$ cat config.mk
export PLATFORM = sky130hd
export DESIGN_NAME = nibble_serial_adder
export DESIGN_NICKNAME = d
export VERILOG_FILES = /design/src/rtl/nibble_serial_adder.sv
export SDC_FILE = /design/constraint.sdc
export NUM_CORES = 1
export LEC_CHECK = 0
export CAP_MARGIN = 20
export CORE_ASPECT_RATIO = 0.75
export CORE_MARGIN = 4
export CORE_UTILIZATION = 45
export CTS_CLUSTER_SIZE = 24
export DETAILED_ROUTE_END_ITERATION = 8
export PLACE_DENSITY_LB_ADDON = 0.1
export SYNTH_ARGS = -nofsm -noshare
export SYNTH_HDL_FRONTEND = slang
export SYNTH_SLANG_ARGS = --single-unit
$ cat constraint.sdc
create_clock -name clk_in -period 3.4 [get_ports clk_in]
set_input_delay 0.85 -clock clk_in [delete_from_list [all_inputs] [get_ports clk_in]]
set_output_delay 0.85 -clock clk_in [all_outputs]
set_load 0.005 [all_outputs]
$ cat src/rtl/nibble_serial_adder.sv
// Bit-serial-by-nibble adder: one 4-bit adder slice is reused once per nibble, LSB nibble first.
// Valid/ready handshake on both sides; the result is held in DONE until downstream takes it.
module nibble_serial_adder #(
  parameter int NIBBLES = 4
) (
  input  logic                 clk_in,
  input  logic                 rstn_in,
  input  logic [4*NIBBLES-1:0] a_in,
  input  logic [4*NIBBLES-1:0] b_in,
  input  logic                 c_in,
  input  logic                 valid_in,
  output logic                 ready_out,
  output logic [4*NIBBLES-1:0] s_out,
  output logic                 c_out,
  output logic                 valid_out,
  input  logic                 ready_in
);

  localparam int W  = 4 * NIBBLES;
  // One spare bit so the counter can step past the last nibble without wrapping.
  localparam int CW = $clog2(NIBBLES) + 1;
  localparam logic [CW-1:0] LAST = CW'(NIBBLES - 1);

  typedef enum logic [1:0] {
    IDLE = 2'd0,
    ADD  = 2'd1,
    DONE = 2'd2
  } state_t;

  state_t          state_reg, state_next;
  logic [W-1:0]    a_reg, a_next;
  logic [W-1:0]    b_reg, b_next;
  logic            carry_reg, carry_next;
  logic [CW-1:0]   cnt_reg, cnt_next;
  logic [W-1:0]    s_reg, s_next;
  logic            c_reg, c_next;

  logic [CW+1:0]   shift_amt;
  logic [3:0]      a_nib;
  logic [3:0]      b_nib;
  logic [4:0]      sum5;

  // Nibble k sits at bit offset 4k; shifting by {k, 2'b00} avoids variable part-selects.
  assign shift_amt = {cnt_reg, 2'b00};
  assign a_nib     = 4'(a_reg >> shift_amt);
  assign b_nib     = 4'(b_reg >> shift_amt);
  assign sum5      = {1'b0, a_nib} + {1'b0, b_nib} + {4'b0000, carry_reg};

  always_ff @(posedge clk_in or negedge rstn_in) begin
    if (!rstn_in) begin
      state_reg <= IDLE;
      a_reg     <= '0;
      b_reg     <= '0;
      carry_reg <= 1'b0;
      cnt_reg   <= '0;
      s_reg     <= '0;
      c_reg     <= 1'b0;
    end else begin
      state_reg <= state_next;
      a_reg     <= a_next;
      b_reg     <= b_next;
      carry_reg <= carry_next;
      cnt_reg   <= cnt_next;
      s_reg     <= s_next;
      c_reg     <= c_next;
    end
  end

  always_comb begin
    state_next = state_reg;
    a_next     = a_reg;
    b_next     = b_reg;
    carry_next = carry_reg;
    cnt_next   = cnt_reg;
    s_next     = s_reg;
    c_next     = c_reg;

    case (state_reg)
      IDLE: begin
        if (valid_in) begin
          a_next     = a_in;
          b_next     = b_in;
          carry_next = c_in;
          cnt_next   = '0;
          s_next     = '0;
          c_next     = 1'b0;
          state_next = ADD;
        end
      end
      ADD: begin
        // s_reg was cleared on accept, so OR-ing in each new nibble is sufficient.
        s_next     = s_reg | (W'(sum5[3:0]) << shift_amt);
        carry_next = sum5[4];
        cnt_next   = cnt_reg + CW'(1);
        if (cnt_reg == LAST) begin
          c_next     = sum5[4];
          state_next = DONE;
        end
      end
      DONE: begin
        if (ready_in) begin
          state_next = IDLE;
        end
      end
      default: begin
        state_next = IDLE;
      end
    endcase
  end

  assign ready_out = (state_reg == IDLE) && rstn_in;
  assign valid_out = (state_reg == DONE);
  assign s_out     = s_reg;
  assign c_out     = c_reg;

endmodule

==> impl_summary.md <==
Logic synthesis
After synthesis, the cell types taking the most area are sky130_fd_sc_hd__dfrtp_1 54%, sky130_fd_sc_hd__nand2_1 16%, sky130_fd_sc_hd__mux4_2 7.0%. The largest area contributor in the synthesized netlist is sky130_fd_sc_hd__dfrtp_1. Counting flops and latches in the post-synthesis netlist gives 55. The average instance in the mapped netlist occupies 10.07 µm².

Of all flip-flops after synthesis, the portion carrying an async set or reset was 100.0%. Counting instances in the post-synthesis netlist gives the leading cell types as 109 x sky130_fd_sc_hd__nand2_1, 55 x sky130_fd_sc_hd__dfrtp_1, 9 x sky130_fd_sc_hd__buf_2. The cell area that synthesis handed to floorplanning was 2569 µm².

The number of synthesized flops with an enable pin is 0. The prevailing post-synth register cell is sky130_fd_sc_hd__dfrtp_1. Summed over its instances, the top area cell type makes up a little over half of the synthesized netlist area. The Yosys step of the flow raised 0 warnings. The most frequent cell after synthesis is sky130_fd_sc_hd__nand2_1. The share of the yosys chip area belonging to registers is 53.58%. The number of different library cells used by synthesis comes to 31. Synthesis handed over a netlist of about 260 instances. The number of nets handed over by synthesis was 299.

Drt
Dividing the detail-routed via count by the number of cells gives 4.845. The vias after detailed routing is 1875. The average detailed-routed wire length per instance is roughly 14 µm. The number of DRC markers in iteration 0 is 78. In this run the remaining antenna-violating nets after routing total 0. The first detailed-routing pass took 4 iterations. The final wirelength is about 5.4 mm. In the routed design, unresolved DRC markers number 0.

Clock network
Counting along the longest clock path gives a buffer depth of 2. The number of buffers inserted by post-CTS setup repair is 0. For this design, the CTS-stage hold fixing added 0 buffers. Post-CTS repair changed the size of 0 cells.

The clock input transition at the sequential cells of the worst setup and hold paths is 0.09 ns. The clock sink count is 55. For the worst-skew pair, the clock arrives at the later sink with an insertion delay of 0.30 ns. CTS placed an instance of sky130_fd_sc_hd__clkbuf_8 at the clock tree root. The number of H-tree levels is 2. TritonCTS built the clock tree.

The number of clock buffers added by TritonCTS is 5.

Floorplan
The die outline width is 95.24 µm. The floorplan step defined a die boundary enclosing 6993 µm². Once the floorplan was initialized, standard cells occupied 47.23% of the core. The height of the chip is ~73 µm. The standard-cell row count is 23. The core region is 5439 µm². 56 I/O pins were placed.

Global routing
The number of antenna violations at the first check in global routing is 0. The via count of the first global-routing pass is 1868. The total overflow left after global routing is 0. The maximum number of pins on one net before global-route repair is 56. The global routing usage summed across all routing layers is 17.04%. The first global-routing pass estimated about 9 mm of wire.

Pwr
The portion of total power attributed to combinational logic is 48.7%. Summing internal, switching and leakage power gives 3.014 mW. Cell internal power was estimated by the tool at 1.874 mW.

Summed over all cells, the static leakage comes to between 1.5 and 2 nW. For this design the ratio of total power to cell area is 917.7 nW/µm². The relative contribution of sequential cells to total power is 38.7%. The proportion of power drawn by the clock network is 12.7%.

The analysis attributes to net switching a power of 1.140 mW. IR analysis of the VDD net gives a maximum drop of 0.4061 mV. Net switching is a little under two fifths of the power.

Timing
Setup repair after global routing left no endpoint under its margin. The final hold violation count was 0. The number of pins exceeding their max-slew limit in the final report is 0. The setup slack after layout is 0.5676 ns. The worst-case clock skew is ~0.0050 ns.

The worst max-slew margin expressed relative to the limit is 48.14%. The routed design could run at a clock period as short as 2.832 ns. Setup violations remaining at the end of the flow were counted as 0.

The maximum clock rate is 353.1 MHz. The post-route setup TNS is 0 ns. The transition time at the pin with the least slew margin is slightly below 0.8 ns. The final critical path takes up 83.31% of the cycle.

Critical path
STA classifies the critical path endpoint as a flip-flop. The worst setup path is launched from a flip-flop. The flop-to-flop setup slack is 0.57 ns. For the worst setup path, the data required time is 3.59 ns.

The highest fanout seen on the critical path is 8. The launch instance of the worst register-to-register path is cnt_reg[0]. The type of the worst setup path is flip-flop to flip-flop. The data arrival time of the critical path is 3.02 ns. The most critical setup path has its startpoint at cnt_reg[0].

Placement
The congestion estimate from routability-driven global placement came to 0.8198. Buffers placed on the I/O ports in this run total 55. The HPWL after detailed placement is 4.010 mm. The placement-stage worst setup slack is 0.5555 ns.

The number of placed instances with taps included is between 300 and 400. The post-detailed-placement cell area is 3184 µm².

Run
The tool flagged a number of max-cap violations equal to 0.

Worst hold path
The kind of path behind the tightest hold check is flip-flop to flip-flop. In this run the most critical hold path is launched from b_reg[13].

Finish
After filler insertion, the fill cell instance count of the layout stands at 468. The net count of the finished layout is 355. In the final layout, flip-flops and latches occupy 1376 µm². In the final layout, the share of cells above drive strength 1 is 8.654%.

Compared with the post-synthesis result, the final layout area differs by 27.86%. The number of antenna diodes in the final layout is 0. Excluding fillers, the count of instances in the completed layout stands at between 300 and 400.

Summing all multi-input logic gate instances after layout gives approximately 1100 µm². The finished cells cover 3284 µm².

Status
The flow ran to the end, and the final reports show no timing, DRC or antenna violations.
## critical path, stage by stage (launching register included)
cell and delay (ns):
sky130_fd_sc_hd__dfrtp_1 0.57, sky130_fd_sc_hd__mux4_2 0.54, sky130_fd_sc_hd__and2_1 0.18, sky130_fd_sc_hd__fa_1 0.43
sky130_fd_sc_hd__fa_1 0.42, sky130_fd_sc_hd__a21oi_1 0.16, sky130_fd_sc_hd__nor3b_1 0.09, sky130_fd_sc_hd__a311o_1 0.33
## layout by cell type (no fill, tap or decap), types with 2 or more instances in the layout
| cell type | instances |
|---|---|
| sky130_fd_sc_hd__a21oi_1 | 2 |
| sky130_fd_sc_hd__a31oi_1 | 8 |
| sky130_fd_sc_hd__and2_1 | 8 |
| sky130_fd_sc_hd__buf_4 | 7 |
| sky130_fd_sc_hd__clkbuf_8 | 7 |
| sky130_fd_sc_hd__clkdlybuf4s50_1 | 54 |
| sky130_fd_sc_hd__dfrtp_1 | 55 |
| sky130_fd_sc_hd__fa_1 | 2 |
| sky130_fd_sc_hd__ha_1 | 5 |
| sky130_fd_sc_hd__inv_1 | 4 |
| sky130_fd_sc_hd__mux4_2 | 8 |
| sky130_fd_sc_hd__nand2_1 | 109 |
| sky130_fd_sc_hd__nand2b_1 | 2 |
| sky130_fd_sc_hd__nand3_1 | 3 |
| sky130_fd_sc_hd__nor2_1 | 8 |
| sky130_fd_sc_hd__nor3b_1 | 2 |
| sky130_fd_sc_hd__o21ai_0 | 8 |
| sky130_fd_sc_hd__o31ai_1 | 5 |
## kinds of logic (layout without fill, tap and decap cells)
family	after synthesis	in the layout	share of synthesized area (%)
AOI/OAI and AO/OA	28	28	7.453
xor gates and xnor gates	1	1	0.3410
adders and majority gates	7	7	3.994
buffers and inverters	17	74	3.799
DFF	55	55	53.58
muxes	8	8	7.014
and+or+nand+nor	139	139	23.82
## cell type report
class | instances | share of cell area, %
Clock buffer | 8 | 3.048
Multi-Input combinational cell | 183 | 33.52
Tap cell | 75 | 2.857
Inverter | 4 | 0.4571
Sequential cell | 55 | 41.90
Timing Repair Buffer | 62 | 18.21
## power groups by stage
stage | logic, mW | registers, mW | clock network [mW]
after CTS | 1.48 | 1.17 | 0.391
final | 1.47 | 1.17 | 0.382
after floorplan | 1.08 | 1.09 | 0
after detailed placement | 1.47 | 1.18 | 0
after global placement | 1.45 | 1.17 | 0
after global routing | 1.65 | 1.21 | 0.429
## final timing paths
check	to	depth (start not counted)
min in group asynchronous	a_reg[5]	2
worst min register to register	b_reg[13]	2
max in group asynchronous	s_out[9]	2
worst max register to register	carry_reg	7
worst max-delay path	carry_reg	7
worst min-delay path	b_reg[13]	2
## metrics by stage
| step | utilization [%] | hold slack, ns |
|---|---|---|
| after global placement | 58.55 | 0.4568 |
| after detailed placement | 58.55 | 0.4597 |
| after floorplan | - | 0.4403 |
| after CTS | 60.39 | 0.4818 |
| after global routing | 60.39 | 0.5071 |
| final | 60.39 | 0.4744 |
## layer usage
metal / global-route usage [%] / wire (µm) / vias up
met2: 26.69 / 2414 / 45
met4: 5.280 / 86 / 0
met5: 0 / 0 / -
met3: 3.992 / 264 / 8
met1: 23.68 / 2623 / 870
li1: - / - / 952
Power figures use the tool's default switching activity.
